File: src/rtl/vstu_b_tracker_pkg.sv
// Shared types and helpers for the vector store B-response tracker.
// Holds the default sizing and the index-width helper.
package vstu_b_tracker_pkg;

  localparam int unsigned DefNrVInsn    = 8;
  localparam int unsigned DefQueueDepth = 4;
  localparam int unsigned DefCntWidth   = 12;

  function automatic int unsigned idx_width(
    input int unsigned num
  );
    return (num > 32'd1) ? $clog2(num) : 32'd1;
  endfunction

  typedef logic [1:0] axi_resp_t;

  localparam axi_resp_t RespOkay   = 2'b00;
  localparam axi_resp_t RespExOkay = 2'b01;
  localparam axi_resp_t RespSlvErr = 2'b10;
  localparam axi_resp_t RespDecErr = 2'b11;

endpackage

File: src/rtl/vstu_b_tracker.sv
// Matches in-order AXI B beats against per-store AW burst counts.
// Retires a store only once every one of its bursts is acknowledged.
module vstu_b_tracker
  import vstu_b_tracker_pkg::*;
#(
  parameter int unsigned NrVInsn    = DefNrVInsn,
  parameter int unsigned QueueDepth = DefQueueDepth,
  parameter int unsigned CntWidth   = DefCntWidth,
  localparam int unsigned IdW       = idx_width(NrVInsn),
  localparam int unsigned QW        = idx_width(QueueDepth)
) (
  input  logic           clk_i,
  input  logic           rst_ni,
  input  logic           aw_valid_i,
  output logic           aw_ready_o,
  input  logic [IdW-1:0] aw_id_i,
  input  logic           aw_last_i,
  input  logic           b_valid_i,
  input  logic [1:0]     b_resp_i,
  output logic           b_ready_o,
  output logic           done_valid_o,
  output logic [IdW-1:0] done_id_o,
  output logic           done_err_o,
  output logic           pending_o
);

  typedef struct packed {
    logic [IdW-1:0]      id;
    logic [CntWidth-1:0] outstanding;
    logic                closed;
    logic                err;
  } entry_t;

  localparam logic [QW:0]   Full   = (QW+1)'(QueueDepth);
  localparam logic [QW-1:0] LastIx = QW'(QueueDepth - 1);

  function automatic logic [QW-1:0] wrap_inc(
    input logic [QW-1:0] p
  );
    return (p == LastIx) ? '0 : p + 1'b1;
  endfunction

  entry_t        q_q [QueueDepth];
  entry_t        q_d [QueueDepth];
  logic [QW-1:0] head_q, head_d;
  logic [QW-1:0] tail_q, tail_d;
  logic [QW:0]   count_q, count_d;
  logic          tail_open_q, tail_open_d;

  logic           done_valid_d;
  logic [IdW-1:0] done_id_d;
  logic           done_err_d;

  logic aw_fire, b_fire, b_err;

  assign aw_ready_o = tail_open_q || (count_q != Full);
  assign b_ready_o  = (count_q != '0) &&
                      (q_q[head_q].outstanding != '0);
  assign pending_o  = (count_q != '0) || tail_open_q;

  assign aw_fire = aw_valid_i && aw_ready_o;
  assign b_fire  = b_valid_i && b_ready_o;
  assign b_err   = b_resp_i inside {RespSlvErr, RespDecErr};

  always_comb begin
    q_d          = q_q;
    head_d       = head_q;
    tail_d       = tail_q;
    count_d      = count_q;
    tail_open_d  = tail_open_q;
    done_valid_d = 1'b0;
    done_id_d    = done_id_o;
    done_err_d   = done_err_o;

    // AW is applied before B so a same-entry pair nets to zero.
    if (aw_fire) begin
      if (!tail_open_q) begin
        q_d[tail_q].id          = aw_id_i;
        q_d[tail_q].outstanding = CntWidth'(1);
        q_d[tail_q].closed      = 1'b0;
        q_d[tail_q].err         = 1'b0;
        count_d                 = count_d + 1'b1;
        tail_open_d             = 1'b1;
      end else begin
        q_d[tail_q].outstanding =
          q_d[tail_q].outstanding + 1'b1;
      end
      if (aw_last_i) begin
        q_d[tail_q].closed = 1'b1;
        tail_open_d        = 1'b0;
        tail_d             = wrap_inc(tail_q);
      end
    end

    if (b_fire) begin
      q_d[head_q].outstanding =
        q_d[head_q].outstanding - 1'b1;
      q_d[head_q].err = q_d[head_q].err | b_err;
    end

    if ((count_d != '0) && q_d[head_q].closed &&
        (q_d[head_q].outstanding == '0)) begin
      done_valid_d = 1'b1;
      done_id_d    = q_d[head_q].id;
      done_err_d   = q_d[head_q].err;
      q_d[head_q]  = '0;
      head_d       = wrap_inc(head_q);
      count_d      = count_d - 1'b1;
    end
  end

  always_ff @(posedge clk_i or negedge rst_ni) begin
    if (!rst_ni) begin
      for (int i = 0; i < int'(QueueDepth); i++) begin
        q_q[i] <= '0;
      end
      head_q       <= '0;
      tail_q       <= '0;
      count_q      <= '0;
      tail_open_q  <= 1'b0;
      done_valid_o <= 1'b0;
      done_id_o    <= '0;
      done_err_o   <= 1'b0;
    end else begin
      q_q          <= q_d;
      head_q       <= head_d;
      tail_q       <= tail_d;
      count_q      <= count_d;
      tail_open_q  <= tail_open_d;
      done_valid_o <= done_valid_d;
      done_id_o    <= done_id_d;
      done_err_o   <= done_err_d;
    end
  end

  a_b_expected: assert property (
    @(posedge clk_i) disable iff (!rst_ni)
    b_valid_i |-> b_ready_o
  );

  a_cnt_overflow: assert property (
    @(posedge clk_i) disable iff (!rst_ni)
    !(aw_fire && tail_open_q &&
      (&q_q[tail_q].outstanding))
  );

endmodule

File: config.mk
export PLATFORM = sky130hd
export DESIGN_NAME = vstu_b_tracker
export DESIGN_NICKNAME = d
export VERILOG_FILES = /design/src/rtl/vstu_b_tracker_pkg.sv /design/src/rtl/vstu_b_tracker.sv
export SDC_FILE = /design/constraint.sdc
export NUM_CORES = 1
export LEC_CHECK = 0
export CORE_MARGIN = 5
export CORE_UTILIZATION = 28
export DETAILED_ROUTE_END_ITERATION = 10
export PLACE_DENSITY = 0.4
export RECOVER_POWER = 25
export SLEW_MARGIN = 25
export SYNTH_ARGS = -nofsm -noshare
export SYNTH_HDL_FRONTEND = slang
export SYNTH_SLANG_ARGS = --single-unit
File: constraint.sdc
create_clock -name clk_i -period 6 [get_ports clk_i]
set_clock_uncertainty 0.2 [all_clocks]
set_input_delay 1.8 -clock clk_i [delete_from_list [all_inputs] [get_ports clk_i]]
set_output_delay 1.8 -clock clk_i [all_outputs]
set_load 0.1 [all_outputs]
==> impl_metrics.csv, run 1 <==
group,metric,value,unit
min_path,holdPathEnd,"done_id_o[2]",
yosys,syn_nets,758,
critical_path,required,6.08,ns
critical_path,critPathArrivalTime,5.79,ns
clock_network,hold_buffers,0,
sta,finalCriticalPeriod,5.71,ns
routing,drc,0,
sta,finalHoldViolCount,0,
global_route,grt_pass1_wl,46400,µm
critical_path,cp_max_fo,18,
sta,finalSetupTns,0,ns
routing,via_per_inst,6.04,
floorplan,die-width,163,µm
global_route,grt_pass1_vias,7332,
yosys,synth_area,6580,µm²
critical_path,worstSetupStartpointType,"input port",
floorplan,io_pins,18,
cells_and_area,fin_cells,1193,
clock_network,root_buffer,"clkbuf_16",
yosys,yosys-top-cells-area,"dfrtp_1 (31%), mux4_2 (7.9%), a221oi_1 (6.8%)",
cells_and_area,num_antenna_cells,0,
yosys,synth_edf_count,0,
yosys,synth-seq-cells,81,
power,p_leak,3.61,nW
yosys,synth-main-ff-cell,"dfrtp_1",
yosys,synthMostInstantiatedCell,"dfrtp_1",
yosys,synth_area_leader_cell,"dfrtp_1",
clock_network,clockBufferDepth,2,
clock_network,cts_tree,"done",
cells_and_area,fin_nets,893,
status,status,"complete, but fails checks",
critical_path,critPathCaptureType,"register",
yosys,synth.distinct_cells,75,
min_path,hold_path_startpoint,"done_id_o[2]",
min_path,hp-class,"register to register",
yosys,synth_cells,734,
sta,max_freq,0.175,GHz
floorplan,coreArea,23300,µm²
yosys,synth_top_area_share,30.8,%
placement,place_inst,1167,
clock_network,clk_latency,0.36,ns
cells_and_area,drive_above_1_share,29.2,%
placement,dp_hpwl,22800,µm
global_route,grtUsageTotal,23.1,%
critical_path,reg2reg_from,"tail_q[0]",
sta,setup_viol,0,
placement,portBuffers,16,
min_path,hold-path-cell-count,2,
power,ir_drop,0.285,mV
global_route,antenna_found_initial,0,
cells_and_area,area_growth,32.0,%
sta,period_share,95.2,%
floorplan,initial_core_util,28.2,%
job,drv_cap,1,
critical_path,worstSetupPathType,"input port to register",
cells_and_area,ff_latch_area,2030,µm²
routing,avgRoutedWirePerCell,25.6,µm
placement,place.gp.congestion,0.935,
sta,rsz0062_at_grt,"no",
global_route,grt_overflow,0,
critical_path,reg2reg_depth,15,
sta,maxSlewHeadroom,-100,%
yosys,syn_area_per_cell,8.96,µm²
global_route,grt_max_degree,52,
critical_path,reg2reg_slack,0.54,ns
clock_network,cts_buffers,9,
yosys,synthArstFlopShare,100,%
routing,dr.pass1.iters,5,
clock_network,cts_num_sinks,81,
sta,worst_hold_slack,0.325,ns
routing,antenna_left,0,
sta,tightest_slew,3.00,ns
routing,wirelength,30600,µm
critical_path,worst_r2r_endpoint,"count_q[2]",
cells_and_area,multi_input_area,4390,µm²
yosys,synth_common_cells,"dfrtp_1 (81), nor2_1 (63), nand2_1 (56), a221oi_1 (51), a21oi_1 (42)",
clock_network,cts.htree.levels,3,
status,violations,"max-capacitance violations, max-slew violations",
cells_and_area,fill_cells,2403,
sta,slew_viol_final,52,
yosys,ys_seq_area_share,30.8,%
routing,drtIter0Drc,746,
floorplan,rows,56,
routing,vias,7200,
floorplan,die_h,163,µm
floorplan,dieArea,26600,µm²
yosys,yosys_warnings,0,
clock_network,clkTransAtPathRegs,0.07,ns
power,powerDensity,646,nW/µm²
## state kept, by name (all words and copies together) (netlist names)
register / count
count_q: 3
done_valid_o: 1
done_id_o: 3
q_q: 68
tail_open_q: 1
head_q: 2
tail_q: 2
done_err_o: 1
## metrics by stage
| stage | area (µm²) | power [mW] | utilization (%) | worst slack, ns |
|---|---|---|---|---|
| 2_1_floorplan | 6580 | 3.10 | - | 0.0300 |
| 3_3_place_gp | 8110 | 4.73 | 34.7 | -0.934 |
| 3_5_place_dp | 8110 | 4.76 | 34.7 | -0.872 |
| 4_1_cts | 8630 | 5.54 | 37.0 | 0.00451 |
| 5_1_grt | 8680 | 5.92 | 37.2 | 0.0786 |
| 6_report | 8680 | 5.61 | 37.2 | 0.287 |
## where the power goes
part / total [mW] / internal [mW] / switching, mW
sequential: 1.04 / 0.784 / 0.257
clock: 0.622 / 0.338 / 0.284
combinational: 3.95 / 1.69 / 2.26
total: 5.61 / 2.81 / 2.80
## how the worst max path moves through the flow
stage,depth (start not counted),endpoint,slack (ns),start
final,20,count_q[2],0.29,aw_valid_i
after CTS,16,count_q[2],0.005,aw_valid_i
after global routing,20,count_q[2],0.08,aw_valid_i
after global placement,20,q_q[42],-0.93,aw_valid_i
after detailed placement,20,count_q[2],-0.87,aw_valid_i
after floorplan,14,head_q[0],0.03,aw_valid_i
## cell usage in the layout (no fill, tap or decap), drive strengths merged, types with 4 or more instances in the layout
cell,synthesis,final
a211oi,5,5
a221oi,51,51
xor2,8,8
dfrtp,81,81
or4,6,6
a2bb2oi,4,4
nor2,63,63
or3,11,11
a221o,6,6
a32oi,6,6
xnor2,14,14
clkbuf,36,10
mux2,4,4
inv,16,22
mux2i,30,30
clkdlybuf4s50,0,13
a21boi,10,10
a21oi,42,42
and2,11,11
mux4,23,23
o311ai,4,4
nor4,22,22
or2,6,6
a22o,10,10
o211a,4,4
o211ai,4,4
and3,10,10
o22ai,5,5
a32o,5,5
nor3,20,20
ha,14,14
buf,21,166
nand2,56,56
a22oi,5,5
o21ai,34,34
nand3,34,34
nand4,10,10
## worst max-delay path, stage by stage
cell and delay (ns):
dlymetal6s2s_1 0.15, buf_6 0.15, nand2_1 0.12, nor2_4 0.06
a2bb2oi_2 0.17, mux4_2 0.50, buf_4 0.18, inv_1 0.05
ha_2 0.15, and2_1 0.18, a21oi_1 0.10, o32ai_2 0.37
buf_4 0.18, nand4_1 0.23, o2bb2ai_1 0.20, o41a_1 0.42
a22oi_4 0.22, buf_12 0.17, buf_12 0.15, mux2i_2 0.23
## cells by family after synthesis
group / synth area share (%)
AO/OA/AOI/OAI: 24.9
XOR/XNOR: 2.93
adder cells (fa/ha/maj): 2.66
buffers and inverters: 5.25
flip-flops: 30.8
multiplexers: 13.1
AND/OR/NAND/NOR: 20.3
## layout make-up
class / count / share of cell area, %
Multi-Input combinational cell: 577 / 50.6
Sequential cell: 81 / 23.4
Timing Repair Buffer: 181 / 16.9
Tap cell: 319 / 4.60
Clock buffer: 9 / 2.60
Clock inverter: 7 / 1.07
Inverter: 19 / 0.822
## metal layers
layer / part of all wire [%] / track usage [%]
met5: 0 / 0
met4: 3.9 / 9.53
met3: 6.8 / 3.48
met2: 47 / 38.0
met1: 42 / 30.4
## repair_timing
action	4_1_cts	5_1_grt
cloned	0	1
endpoints found under the setup margin	78	77
gates resized for setup	42	7
endpoints found under the hold margin	0	0
setup buffers	7	2
pin swaps	13	10
No activity file was read; power rests on OpenSTA's default activity.
==> inputs of run 2 (changes only) <==
- PLACE_DENSITY: 0.4 -> 0.51
==> impl_metrics.csv, run 2 (synthesis results as in run 1) <==
group,metric,value,unit
status,status,"complete, but fails checks",
status,violations,"max-capacitance violations, max-slew violations",
global_route,antenna_found_initial,0,
critical_path,cp_max_fo,10,
global_route,grtUsageTotal,21.0,%
critical_path,path_delay_family,"simple AND/OR/NAND/NOR gates",
cells_and_area,area_growth,31.1,%
routing,wirelength,28100,µm
clock_network,cts_tree,"done",
critical_path,reg2reg_depth,15,
critical_path,worstSetupPathType,"input port to register",
critical_path,reg2reg_slack,0.64,ns
sta,setup_viol,0,
floorplan,rows,56,
floorplan,io_pins,18,
global_route,grt_overflow,0,
critical_path,worst_r2r_endpoint,"done_err_o",
critical_path,crit_chain,"dlymetal6s2s_1, buf_6, nand3_1, a32o_2, mux4_2, or3_4, or4_4, buf_4, o21a_1, nor4_2, o22ai_1, o41a_1, a22oi_4, buf_8, mux2_1",
cells_and_area,final_util,36.9,%
power,ir_drop,0.242,mV
floorplan,coreArea,23300,µm²
placement,dp_hpwl,20700,µm
sta,slew_viol_final,49,
routing,antenna_left,0,
min_path,hold-path-cell-count,1,
cells_and_area,layout_commonest_cell,"buf_4",
critical_path,critPathMaxStageDelay,0.54,ns
cells_and_area,fin_cells,1193,
floorplan,die-width,163,µm
placement,place_area,8140,µm²
power,p_leak,3.59,nW
floorplan,die_h,163,µm
clock_network,hold_buffers,0,
sta,finalSetupTns,0,ns
sta,tightest_slew,2.88,ns
clock_network,clkTransAtPathRegs,0.07,ns
sta,finalCriticalPeriod,5.76,ns
floorplan,initial_core_util,28.2,%
cells_and_area,final_area,8620,µm²
clock_network,cts_buffers,9,
critical_path,cp_slowest_cell,"or4_4",
clock_network,cts_num_sinks,81,
placement,portBuffers,16,
min_path,hold_path_startpoint,"done_err_o",
clock_network,clockBufferDepth,2,
sta,finalHoldViolCount,0,
routing,dr.pass1.iters,6,
cells_and_area,num_antenna_cells,0,
routing,avgRoutedWirePerCell,23.5,µm
sta,max_freq,0.173,GHz
critical_path,required,6.04,ns
cells_and_area,reg_top3,"q_q (68), count_q (3), done_id_o (3)",
sta,rsz0062_at_grt,"no",
clock_network,cts.htree.levels,3,
power,powerDensity,636,nW/µm²
cells_and_area,regMostFlops,"q_q",
job,drv_cap,1,
critical_path,reg2reg_from,"tail_q[1]",
sta,maxSlewHeadroom,-92.0,%
global_route,grt_max_degree,49,
power,total_power,5.48,mW
critical_path,worstSetupStartpointType,"input port",
clock_network,clk_latency,0.35,ns
routing,drtIter0Drc,749,
min_path,hp-class,"register to register",
global_route,grt_pass1_wl,42900,µm
cells_and_area,largest_reg_flops,68,
floorplan,dieArea,26600,µm²
routing,via_per_inst,5.97,
routing,drc,0,
min_path,holdPathEnd,"done_err_o",
placement,place.gp.congestion,1.00,
clock_network,root_buffer,"clkbuf_16",
placement,place_inst,1171,
critical_path,critPathArrivalTime,5.80,ns
cells_and_area,final_cell_mix,"buf_4 (155), dfrtp_1 (81), nor2_1 (60)",
cells_and_area,drive_above_1_share,27.8,%
cells_and_area,fin_nets,894,
critical_path,critPathCaptureType,"register",
critical_path,worst-path-buf-inv,4,
sta,period_share,96.1,%
global_route,grt_pass1_vias,6994,
routing,vias,7127,
-- run 2: changes by cell type in the layout (fill, tap and decap cells not counted), moves of 2 or more --
cell	before	now
clkinvlp_4	0	2
nand2_1	51	53
nand2_2	4	2
inv_8	4	0
a2bb2oi_2	4	1
a2bb2oi_1	0	3
o21ai_1	6	2
o21ai_0	28	32
-- run 2: timing repair --
item / in CTS / in global routing
gates cloned: 0 / 1
gates resized for setup: 28 / 7
setup endpoints to repair: 77 / 76
pin swaps: 7 / 6
setup buffers: 4 / 2
-- run 2: per-layer routing --
metal | global-route usage, % | vias to the layer above | wire length, µm | part of all wire, %
met4 | 8.92 | 0 | 1170 | 4.2
met1 | 28.6 | 3503 | 11900 | 42
met5 | 0 | - | 0 | 0
li1 | - | 3146 | - | -
met3 | 4.04 | 73 | 2290 | 8.2
met2 | 32.7 | 405 | 12700 | 45
-- run 2: cell type report --
cell class / instances / area, µm²
clock buffers: 9 / 225
clock inverters: 6 / 67.6
fillers: 2346 / 14700
inverters: 19 / 71.3
multi-input cells: 577 / 4320
flip-flops and latches: 81 / 2030
well taps: 319 / 399
repair buffers: 182 / 1510
-- run 2: report_power, final --
| part | switching (mW) | internal [mW] |
|---|---|---|
| sequential | 0.264 | 0.784 |
| combinational | 2.17 | 1.69 |
| clock | 0.253 | 0.322 |
| total | 2.68 | 2.80 |
-- run 2: worst register-to-register path, delay by kind of cell (launching register included) --
kind	cells	cell delay [ns]
buffers and inverters	2	0.33
and+or+nand+nor	4	1.28
muxes	3	1.20
adders and majority gates	1	0.29
DFF	1	0.65
AOI/OAI and AO/OA	5	1.30
-- run 2: per-stage QoR --
stage,setup WS [ns],hold WS [ns]
2_1_floorplan,0.0300,0.304
3_3_place_gp,-0.652,0.301
3_5_place_dp,-0.692,0.294
4_1_cts,-0.00127,0.325
5_1_grt,0.0762,0.348
6_report,0.236,0.306
-- run 2: worst max path at each step --
stage	from	endpoint	slack (ns)	depth (start not counted)
2_1_floorplan	aw_valid_i	head_q[0]	0.03	14
5_1_grt	aw_valid_i	head_q[0]	0.08	15
3_5_place_dp	aw_valid_i	done_id_o[2]	-0.69	15
4_1_cts	aw_valid_i	done_err_o	-0.001	16
6_report	aw_valid_i	done_err_o	0.24	15
3_3_place_gp	aw_valid_i	done_err_o	-0.65	15
==> inputs of run 3 (changes only) <==
- CAP_MARGIN: not set -> 10
- SLEW_MARGIN: 25 -> 20
==> results of run 3 <==
No change in the layout: final DEF, timing and power equal those of run 2.
